$ cat src/rtl/counter_pkg.sv
// rtl/counter_pkg.sv - shared direction constants and clog2 helper for the modulo-N counter
package counter_pkg;

    localparam logic CNT_DIR_UP   = 1'b1;
    localparam logic CNT_DIR_DOWN = 1'b0;

    function automatic int clog2(input int value);
        int result;
        int rem;
        result = 0;
        rem    = value - 1;
        while (rem > 0) begin
            result = result + 1;
            rem    = rem >> 1;
        end
        return result;
    endfunction

endpackage

$ cat src/rtl/tick_prescaler.sv
// rtl/tick_prescaler.sv - divides enabled cycles by TICK_DIV into a one-cycle step strobe
module tick_prescaler
    import counter_pkg::*;
#(
    parameter int TICK_DIV = 1
) (
    input  logic clk,
    input  logic reset,
    input  logic i_en,
    input  logic i_sync_clr,
    output logic o_step
);

    localparam int            PW   = (TICK_DIV > 1) ? clog2(TICK_DIV) : 1;
    localparam logic [PW-1:0] LAST = PW'(TICK_DIV - 1);

    logic [PW-1:0] pre_q;
    logic [PW-1:0] pre_d;

    // With TICK_DIV==1 the phase register never leaves 0 and o_step is just i_en.
    assign o_step = i_en && ((TICK_DIV == 1) || (pre_q == LAST));

    always_comb begin
        pre_d = pre_q;
        if (i_sync_clr) begin
            pre_d = '0;
        end else if (o_step) begin
            pre_d = '0;
        end else if (i_en) begin
            pre_d = pre_q + PW'(1);
        end
    end

    always_ff @(posedge clk or posedge reset) begin
        if (reset) begin
            pre_q <= '0;
        end else begin
            pre_q <= pre_d;
        end
    end

endmodule

$ cat src/rtl/counter_mod_n.sv
// rtl/counter_mod_n.sv - modulo-N up/down counter with load, clear, prescaler and cascade strobe
// COUNTER_MOD_N_SAT_EN selects saturating instead of wrap-around counting.
module counter_mod_n
    import counter_pkg::*;
#(
    parameter int MOD      = 100,
    parameter int WIDTH    = 7,
    parameter int TICK_DIV = 1
) (
    input  logic             clk,
    input  logic             reset,
    input  logic             i_en,
    input  logic             i_up_down,
    input  logic             i_clear,
    input  logic             i_load,
    input  logic [WIDTH-1:0] i_load_val,
    output logic [WIDTH-1:0] o_cnt,
    output logic             o_tc,
    output logic             o_wrap
);

    localparam logic [WIDTH-1:0] CNT_MAX = WIDTH'(MOD - 1);

    logic [WIDTH-1:0] cnt_q;
    logic [WIDTH-1:0] cnt_d;
    logic             wrap_q;
    logic             wrap_d;
    logic             step;
    logic             dir_up;
    logic             at_limit;

    tick_prescaler #(
        .TICK_DIV (TICK_DIV)
    ) u_prescaler (
        .clk        (clk),
        .reset      (reset),
        .i_en       (i_en),
        .i_sync_clr (i_clear | i_load),
        .o_step     (step)
    );

    assign dir_up   = (i_up_down == CNT_DIR_UP);
    assign at_limit = dir_up ? (cnt_q == CNT_MAX) : (cnt_q == '0);
    assign o_tc     = step && at_limit;
    assign o_cnt    = cnt_q;
    assign o_wrap   = wrap_q;

    always_comb begin
        cnt_d  = cnt_q;
        wrap_d = 1'b0;
        if (i_clear) begin
            cnt_d = '0;
        end else if (i_load) begin
            cnt_d = (i_load_val > CNT_MAX) ? CNT_MAX : i_load_val;
        end else if (step) begin
            if (at_limit) begin
`ifdef COUNTER_MOD_N_SAT_EN
                cnt_d = cnt_q;
`else
                cnt_d  = dir_up ? '0 : CNT_MAX;
                wrap_d = 1'b1;
`endif
            end else begin
                cnt_d = dir_up ? (cnt_q + WIDTH'(1)) : (cnt_q - WIDTH'(1));
            end
        end
    end

    always_ff @(posedge clk or posedge reset) begin
        if (reset) begin
            cnt_q  <= '0;
            wrap_q <= 1'b0;
        end else begin
            cnt_q  <= cnt_d;
            wrap_q <= wrap_d;
        end
    end

endmodule
$ cat config.mk
export PLATFORM = sky130hd
export DESIGN_NAME = counter_mod_n
export DESIGN_NICKNAME = d
export VERILOG_FILES = /design/src/rtl/counter_pkg.sv /design/src/rtl/tick_prescaler.sv /design/src/rtl/counter_mod_n.sv
export SDC_FILE = /design/constraint.sdc
export NUM_CORES = 1
export LEC_CHECK = 0
export CORE_MARGIN = 3
export CORE_UTILIZATION = 45
export CTS_BUF_LIST = sky130_fd_sc_hd__clkbuf_8
export CTS_CLUSTER_SIZE = 24
export DETAILED_ROUTE_END_ITERATION = 10
export PLACE_DENSITY = 0.79
export SYNTH_ARGS = -nofsm -noshare
export SYNTH_HDL_FRONTEND = slang
export SYNTH_SLANG_ARGS = --single-unit
$ cat constraint.sdc
create_clock -name clk -period 2.2 [get_ports clk]
set_input_delay 0.44 -clock clk [delete_from_list [all_inputs] [get_ports clk]]
set_output_delay 0.44 -clock clk [all_outputs]
set_load 0.02 [all_outputs]
Word level (Yosys, flattened, before mapping)
Cells that the tools add are included.
{"block": "op_classes", "addsub": 2, "magnitude_cmp": 1, "n_eq_ne": 1, "mux": 12, "reduce_logical": 3}
{"cell": "2-to-1 mux 7 bit", "count": 7}
{"cell": "adder 7 x 1 -> 7 bit, second input constant", "count": 1}
{"cell": "equality test 7 bit, second input constant", "count": 1}
{"cell": "> comparator 7 bit, second input constant", "count": 1}
{"cell": "zero test 7 bit", "count": 1}
{"cell": "subtractor 7 x 1 -> 7 bit, second input constant", "count": 1}
{"cell": "2-to-1 mux 1 bit", "count": 5}
{"cell": "nonzero test 3 bit", "count": 1}
{"cell": "logical AND 1 bit", "count": 1}
{"block": "word_totals", "ff_bits": 8, "in_bits": 13, "output_inout_bits": 9}

Depth between registers and ports, before layout
Gate-level depths: netlist of the first run.
{"block": "depth", "depth_word": 6, "ltp_mapped": 7}

By module
Synthesis of the first run repeated with hierarchy kept, for this count alone.
{"block": "unflattened", "hier_cells": 87, "area_unflattened_um2": 734.5}
{"module": "counter_mod_n", "n_inst": 1, "cells_each": 86, "area_per_inst_um2": 726.9, "seq_area_each_um2": 200.2}
{"module": "tick_prescaler", "n_inst": 1, "cells_each": 1, "area_per_inst_um2": 7.5, "seq_area_each_um2": 0.0}

Least setup slack after synthesis of the first run
No wires, ideal clock.
{"block": "synth_path", "path_kind": "flip-flop to output port", "from": "register cnt_q[0], in the netlist o_cnt[0]", "to": "output o_tc", "arrival_time_ns": 1.503, "required_time_ns": 1.760, "slack_ns": 0.257, "path_stages_with_launch": 5, "n_path_buf": 0, "cell_sequence": "dfrtp_1 > or4_1 > nor2_1 > o21a_2 > and2_1"}
{"block": "synth_via", "elab_chain_len": 3}
{"item": "start, declared", "line_no": "counter_mod_n.sv:24", "rtl": "logic [WIDTH-1:0] cnt_q;"}
{"item": "start signal, assigned", "line_no": "counter_mod_n.sv:74", "rtl": "cnt_q <= cnt_d;"}
{"item": "equality test 7 bit / zero test 7 bit (equally long branches)", "line_no": "counter_mod_n.sv:43", "rtl": "assign at_limit = dir_up ? (cnt_q == CNT_MAX) : (cnt_q == '0);"}
{"item": "2-to-1 mux 1 bit (*)", "line_no": "counter_mod_n.sv:43"}
{"item": "logical AND 1 bit (*)", "line_no": "counter_mod_n.sv:44", "rtl": "assign o_tc = step && at_limit;"}
{"item": "end, declared", "line_no": "counter_mod_n.sv:18", "rtl": "output logic o_tc,"}
Every way passes the cells marked *; elsewhere a longest branch is shown, timed or not.

Worst setup path in the final report of the first run
{"block": "layout_path", "from": "input i_up_down", "to": "output o_tc"}
{"block": "layout_via", "elab_chain_len": 2}
{"item": "start, declared", "line_no": "counter_mod_n.sv:13", "rtl": "input logic i_up_down,"}
{"item": "2-to-1 mux 1 bit", "line_no": "counter_mod_n.sv:43"}
{"item": "logical AND 1 bit", "line_no": "counter_mod_n.sv:44"}
No other way between the ends.

==> impl_metrics.csv, run 1 <==
group,metric,value,unit
run_status,outcome,"finished clean",
timing,worst_pin_slew,0.405,ns
setup_path,r2r_end,"o_cnt[2]",
synth,netlist_area,682,um2
synth,synth.area.mux_share,0,
drt,finalWirelength,1950,um
power_and_ir_drop,p_leak,0.000491,uW
drt,vias,782,
layout,antennaDiodeCount,0,
synth,synth_top_family_by_area,"compound AO/OA/AOI/OAI gates",
timing,timing.fmax,0.487,GHz
timing,hold_viol,0,
layout,area_delta_synth_final,58.9,%
cts,clock-sinks,8,
setup_path,cp_data_arrival_time,1.62,ns
synth,async_flop_share,1.00,
cts,numCtsBuffers,3,
setup_path,cp_max_fo,2,
setup_path,crit_path_start_kind,"input pin",
setup_path,r2r_slack,0.36,ns
synth,synthMostInstantiatedCell,"dfrtp_1",
cts,hold_buffers,0,
synth,synth-simple-area-share,0.187,
synth,synth-edff-count,0,
placement,io_buffer_count,21,
layout,multi_input_area,463,um2
die,core_area,1370,um2
run,cap_violations,0,
synth,synthCells,77,
setup_path,ff2ff_path_depth,7,
die,die-area,2020,um2
synth,yosysTopAreaCell,"dfrtp_1",
synth,syn_area_per_cell,8.86,um2
synth,synth_compound_area_frac,0.275,
die,ioPinCount,22,
setup_path,endpoint_kind,"output pin",
die,fp.dieW,44.9,um
timing,slew_viol_final,0,
cts,htree_levels,1,
global_route,grt_max_degree,12,
cts,clk_pin_slew,0.04,ns
synth,synth_fp_nets,96,
cts,postCtsSetupBuffers,0,
setup_path,setup.worst_path.start,"i_up_down",
synth,synth.area.top_cells,"dfrtp_1, ha_1, xor2_1",
synth,ys.flop_type,"dfrtp_1",
timing,max_slew_margin,0.728,
setup_path,cp_data_required_time,1.76,ns
synth,synthAdderAreaFrac,0.121,
timing,fin_crit,2.06,ns
cts,clockBufferDepth,2,
setup_path,criticalPathCategory,"input pin to output pin",
layout,final_cells,131,
timing,rsz0062_at_grt,"no",
timing,finalCritPeriodShare,0.934,
layout,nets,137,
global_route,busiest_layer,"met2",
power_and_ir_drop,powerDensity,568,nW/um2
global_route,track_usage,0.217,
global_route,grt_pass1_wl,3110,um
die,core.rowCount,13,
synth,ys_seq_elements,8,
global_route,antenna_found_initial,0,
drt,antenna_left,0,
drt,first_iter_violations,28,
layout,seq_area,200,um2
cts,cts_tree,"yes",
timing,setup_viol,0,
layout,num-fill-cells,100,
placement,dp.cells,128,
setup_path,reg2reg_from,"o_cnt[1]",
synth,synth.distinct_cells,37,
global_route,use_met2,0.381,
cts,root_buffer,"clkbuf_8",
timing,clock_skew,0.00193,ns
power_and_ir_drop,ir_worst_vdd,0.389,mV
die,die_h,44.9,um
placement,gp_congestion,0.791,
synth,synth_common_cells,"dfrtp_1, inv_1, nor2_1",
drt,avgViaCountPerCell,5.97,
synth,synth.top_cell.area_share,0.294,
setup_path,cp-endpoint,"o_tc",
placement,dp_hpwl,1600,um
timing,fin_tns_setup,0,ns
global_route,use_met1,0.244,
cts,worstSkewPairLatency,0.23,ns
synth,synth_xor_area_frac,0.0771,
min_path,min-delay-path-class,"input pin to async pin",
global_route,gr-total-overflow,0,
drt,wl_per_cell,14.9,um
global_route,grt_pass1_vias,744,
drt,route.detailed.drc,0,
global_route,grt_use_met3,0.0438,
synth,yosys_warnings,0,
layout,drive_above_1_share,0.224,
drt,first_pass_iters,4,
synth,ys_seq_area_frac,0.294,
die,floorplan.initialDensity,0.499,
kinds of logic (layout without fill, tap and decap cells):
family	after synthesis	after routing
compound gates	26	26
xor+xnor	6	6
fa+ha+maj	6	6
buf+inv	8	47
flops	8	8
simple gates	23	23
report_power, final:
part           leakage (uW)  switching [uW]  internal [uW]
Combinational      0.000365             125            141
Clock             0.0000216            59.7            119
Sequential         0.000105            10.5            161
worst min-delay path by stage:
stage / start / end / slack, ns / depth (start not counted)
3_3_place_gp: o_cnt[2] / o_cnt[2] / 0.60 / 2
3_5_place_dp: o_cnt[2] / o_cnt[2] / 0.60 / 2
5_1_grt: reset / o_cnt[6] / 0.50 / 2
6_report: reset / o_cnt[6] / 0.47 / 2
2_1_floorplan: reset / o_cnt[0] / 0.26 / 1
4_1_cts: reset / o_cnt[4] / 0.48 / 2
final cells by class:
type | count | area share
clock buffers | 3 | 0.0381
inverters | 6 | 0.0208
multi-input cells | 61 | 0.427
flip-flops and latches | 8 | 0.185
well taps | 15 | 0.0173
repair buffers | 38 | 0.312
state kept, by name, indices dropped and copies added, names as in the netlist:
name	count
o_cnt	7
o_wrap	1
per-layer routing:
metal  wire (um)  up-vias  part of all wire
met4          26        0             0.013
met1         784      369              0.40
met2        1020       34              0.52
li1            -      374                 -
met3         126        5             0.064
met5           0        -                 0
critical path: stages:
cell and delay, ns:
dlygate4sd2_1 0.24, or4_1 0.46, nor2_1 0.11, o21a_2 0.13
and2_4 0.13, buf_6 0.10
cells in the final DEF (no fill, tap or decap), types with 3 or more instances in the layout:
cell	netlist	final
clkdlybuf4s50_1	0	19
buf_4	0	17
dfrtp_1	8	8
inv_1	6	6
nor2_1	6	6
a21oi_1	5	5
ha_1	5	5
nor3_1	4	4
xor2_1	4	4
clkbuf_8	0	3
through the flow:
stage | worst slack (ns) | util | power [uW] | cell area, um2 | hold slack, ns
finish | 0.145 | 0.793 | 615 | 1080 | 0.467
global route | 0.0883 | 0.793 | 650 | 1080 | 0.499
CTS | 0.134 | 0.793 | 615 | 1080 | 0.481
detailed placement | -0.506 | 0.754 | 432 | 1030 | 0.600
global placement | -0.501 | 0.754 | 426 | 1030 | 0.597
floorplan | 0.257 | - | 304 | 682 | 0.256
repair_timing:
item	4_1_cts	5_1_grt
hold endpoints to repair	0	0
gates resized for setup	11	0
setup endpoints to repair	3	0
(Power assumes the default switching activity.)
==> inputs of run 2 (changes only) <==
CORE_MARGIN = 2   (was 3)
CORE_UTILIZATION = 47   (was 45)
PLACE_DENSITY = 0.82   (was 0.79)
==> run 2 against run 1 <==
Non-clock buffer count shrank 1. Sequential share of layout area shrank 0.17 points. Largest power group unchanged. Clock power about the same. Global-route usage increased by 4.2 points. Sequential cell count did not move.
==> impl_metrics.csv, run 2 (synthesized netlist as in run 1, its figures left out) <==
group,metric,value,unit
run_status,outcome,"finished clean",
setup_path,r2r_slack,0.33,ns
timing,clock_skew,0.00198,ns
layout,final_common_cell,"clkdlybuf4s50_1",
setup_path,crit_slowest_cell,"or4_1",
cts,root_buffer,"clkbuf_8",
drt,wl_per_cell,16.0,um
global_route,grt_use_met3,0.0560,
timing,fin_crit,2.08,ns
global_route,track_usage,0.259,
run,cap_violations,0,
power_and_ir_drop,powerDensity,574,nW/um2
power_and_ir_drop,p_switching,205,uW
layout,final_cell_mix,"clkdlybuf4s50_1, buf_4, dfrtp_1",
timing,worst_pin_slew,0.396,ns
setup_path,path_buf_inv,1,
die,core.rowCount,13,
setup_path,criticalPathCategory,"flop to output pin",
timing,setup_viol,0,
drt,finalWirelength,2080,um
power_and_ir_drop,p_leak,0.000485,uW
setup_path,cp_data_arrival_time,1.64,ns
drt,vias,831,
drt,avgViaCountPerCell,6.39,
die,ioPinCount,22,
setup_path,cp_max_fo,2,
die,fp.dieW,42.1,um
setup_path,cp_data_required_time,1.76,ns
timing,max_slew_margin,0.734,
timing,slew_viol_final,0,
layout,largest_reg_flops,7,
cts,numCtsBuffers,3,
cts,postCtsSetupBuffers,0,
drt,route.detailed.drc,0,
global_route,grt_pass1_vias,790,
cts,htree_levels,1,
cts,cts_tree,"yes",
die,core_area,1330,um2
cts,clockBufferDepth,2,
power_and_ir_drop,switching_share,0.327,
power_and_ir_drop,p_int,422,uW
placement,dp.cells,127,
die,floorplan.initialDensity,0.511,
global_route,busiest_layer,"met2",
timing,timing.fmax,0.482,GHz
global_route,antenna_found_initial,0,
timing,rsz0062_at_grt,"no",
global_route,grt_max_degree,12,
cts,worstSkewPairLatency,0.23,ns
timing,finalCritPeriodShare,0.944,
placement,dp_hpwl,1510,um
power_and_ir_drop,pwr-share-comb,0.439,
timing,hold_viol,0,
setup_path,cp.depth,5,
layout,area_delta_synth_final,60.4,%
layout,final_cells,130,
global_route,use_met1,0.348,
global_route,grt_pass1_wl,3530,um
power_and_ir_drop,finalPower,628,uW
placement,io_buffer_count,21,
cts,clk_pin_slew,0.04,ns
cts,hold_buffers,0,
setup_path,endpoint_kind,"output pin",
die,die-area,1770,um2
layout,fin_util,0.820,
power_and_ir_drop,clock_power_share,0.286,
placement,dpl_cell_area,1020,um2
setup_path,path_delay_family,"simple AND/OR/NAND/NOR gates",
layout,finalInstanceArea,1090,um2
setup_path,crit_path_start_kind,"flop",
drt,first_pass_iters,6,
drt,antenna_left,0,
drt,first_iter_violations,45,
min_path,min-delay-path-class,"input pin to async pin",
setup_path,ff2ff_path_depth,8,
power_and_ir_drop,power_frac_seq,0.275,
die,die_h,42.1,um
setup_path,crit_chain,"or4_1 -> nor2_1 -> o21a_2 -> and2_1 -> buf_6",
timing,whs,0.458,ns
power_and_ir_drop,ir_worst_vdd,0.352,mV
setup_path,slowest_delay,0.53,ns
cts,clock-sinks,8,
placement,gp_congestion,0.864,
layout,antennaDiodeCount,0,
layout,drive_above_1_share,0.226,
layout,nets,136,
global_route,use_met2,0.419,
global_route,gr-total-overflow,0,
run 2: final timing paths:
path,endpoint,startpoint
min reg2reg,o_cnt[3],o_cnt[3]
max,o_tc,o_cnt[0]
max in group asynchronous,o_cnt[4],reset
min,o_cnt[0],reset
max reg2reg,o_cnt[6],o_cnt[0]
min in group clk,o_cnt[3],o_cnt[3]
run 2: stage by stage:
stage | worst slack (ns) | setup TNS (ns)
floorplan | 0.257 | 0
global placement | -0.503 | -1.39
detailed placement | -0.527 | -1.49
CTS | 0.116 | 0
global route | 0.0504 | 0
finish | 0.123 | 0
run 2: power groups by stage:
stage                     clock (uW)  sequential (uW)  combinational, uW
final                            179              173                276
after floorplan                    0              192                112
after CTS                        178              173                271
after global placement             0              174                250
after global routing             187              174                299
after detailed placement           0              174                257
run 2: repair_timing:
item | 4_1_cts | 5_1_grt
gates resized for setup | 11 | 1
setup endpoints to repair | 3 | 1
pin swaps | 6 | 0
run 2: cell type report:
type	count	area (um2)
fillers	88	240
repair buffers	37	334
multi-input cells	61	477
clock buffers	3	41.3
well taps	15	18.8
flip-flops and latches	8	200
inverters	6	22.5
run 2: routing by layer:
layer  up-vias  part of all wire
met2        54              0.45
met4         0             0.025
li1        376                 -
met5         -                 0
met1       389              0.43
met3        12             0.092
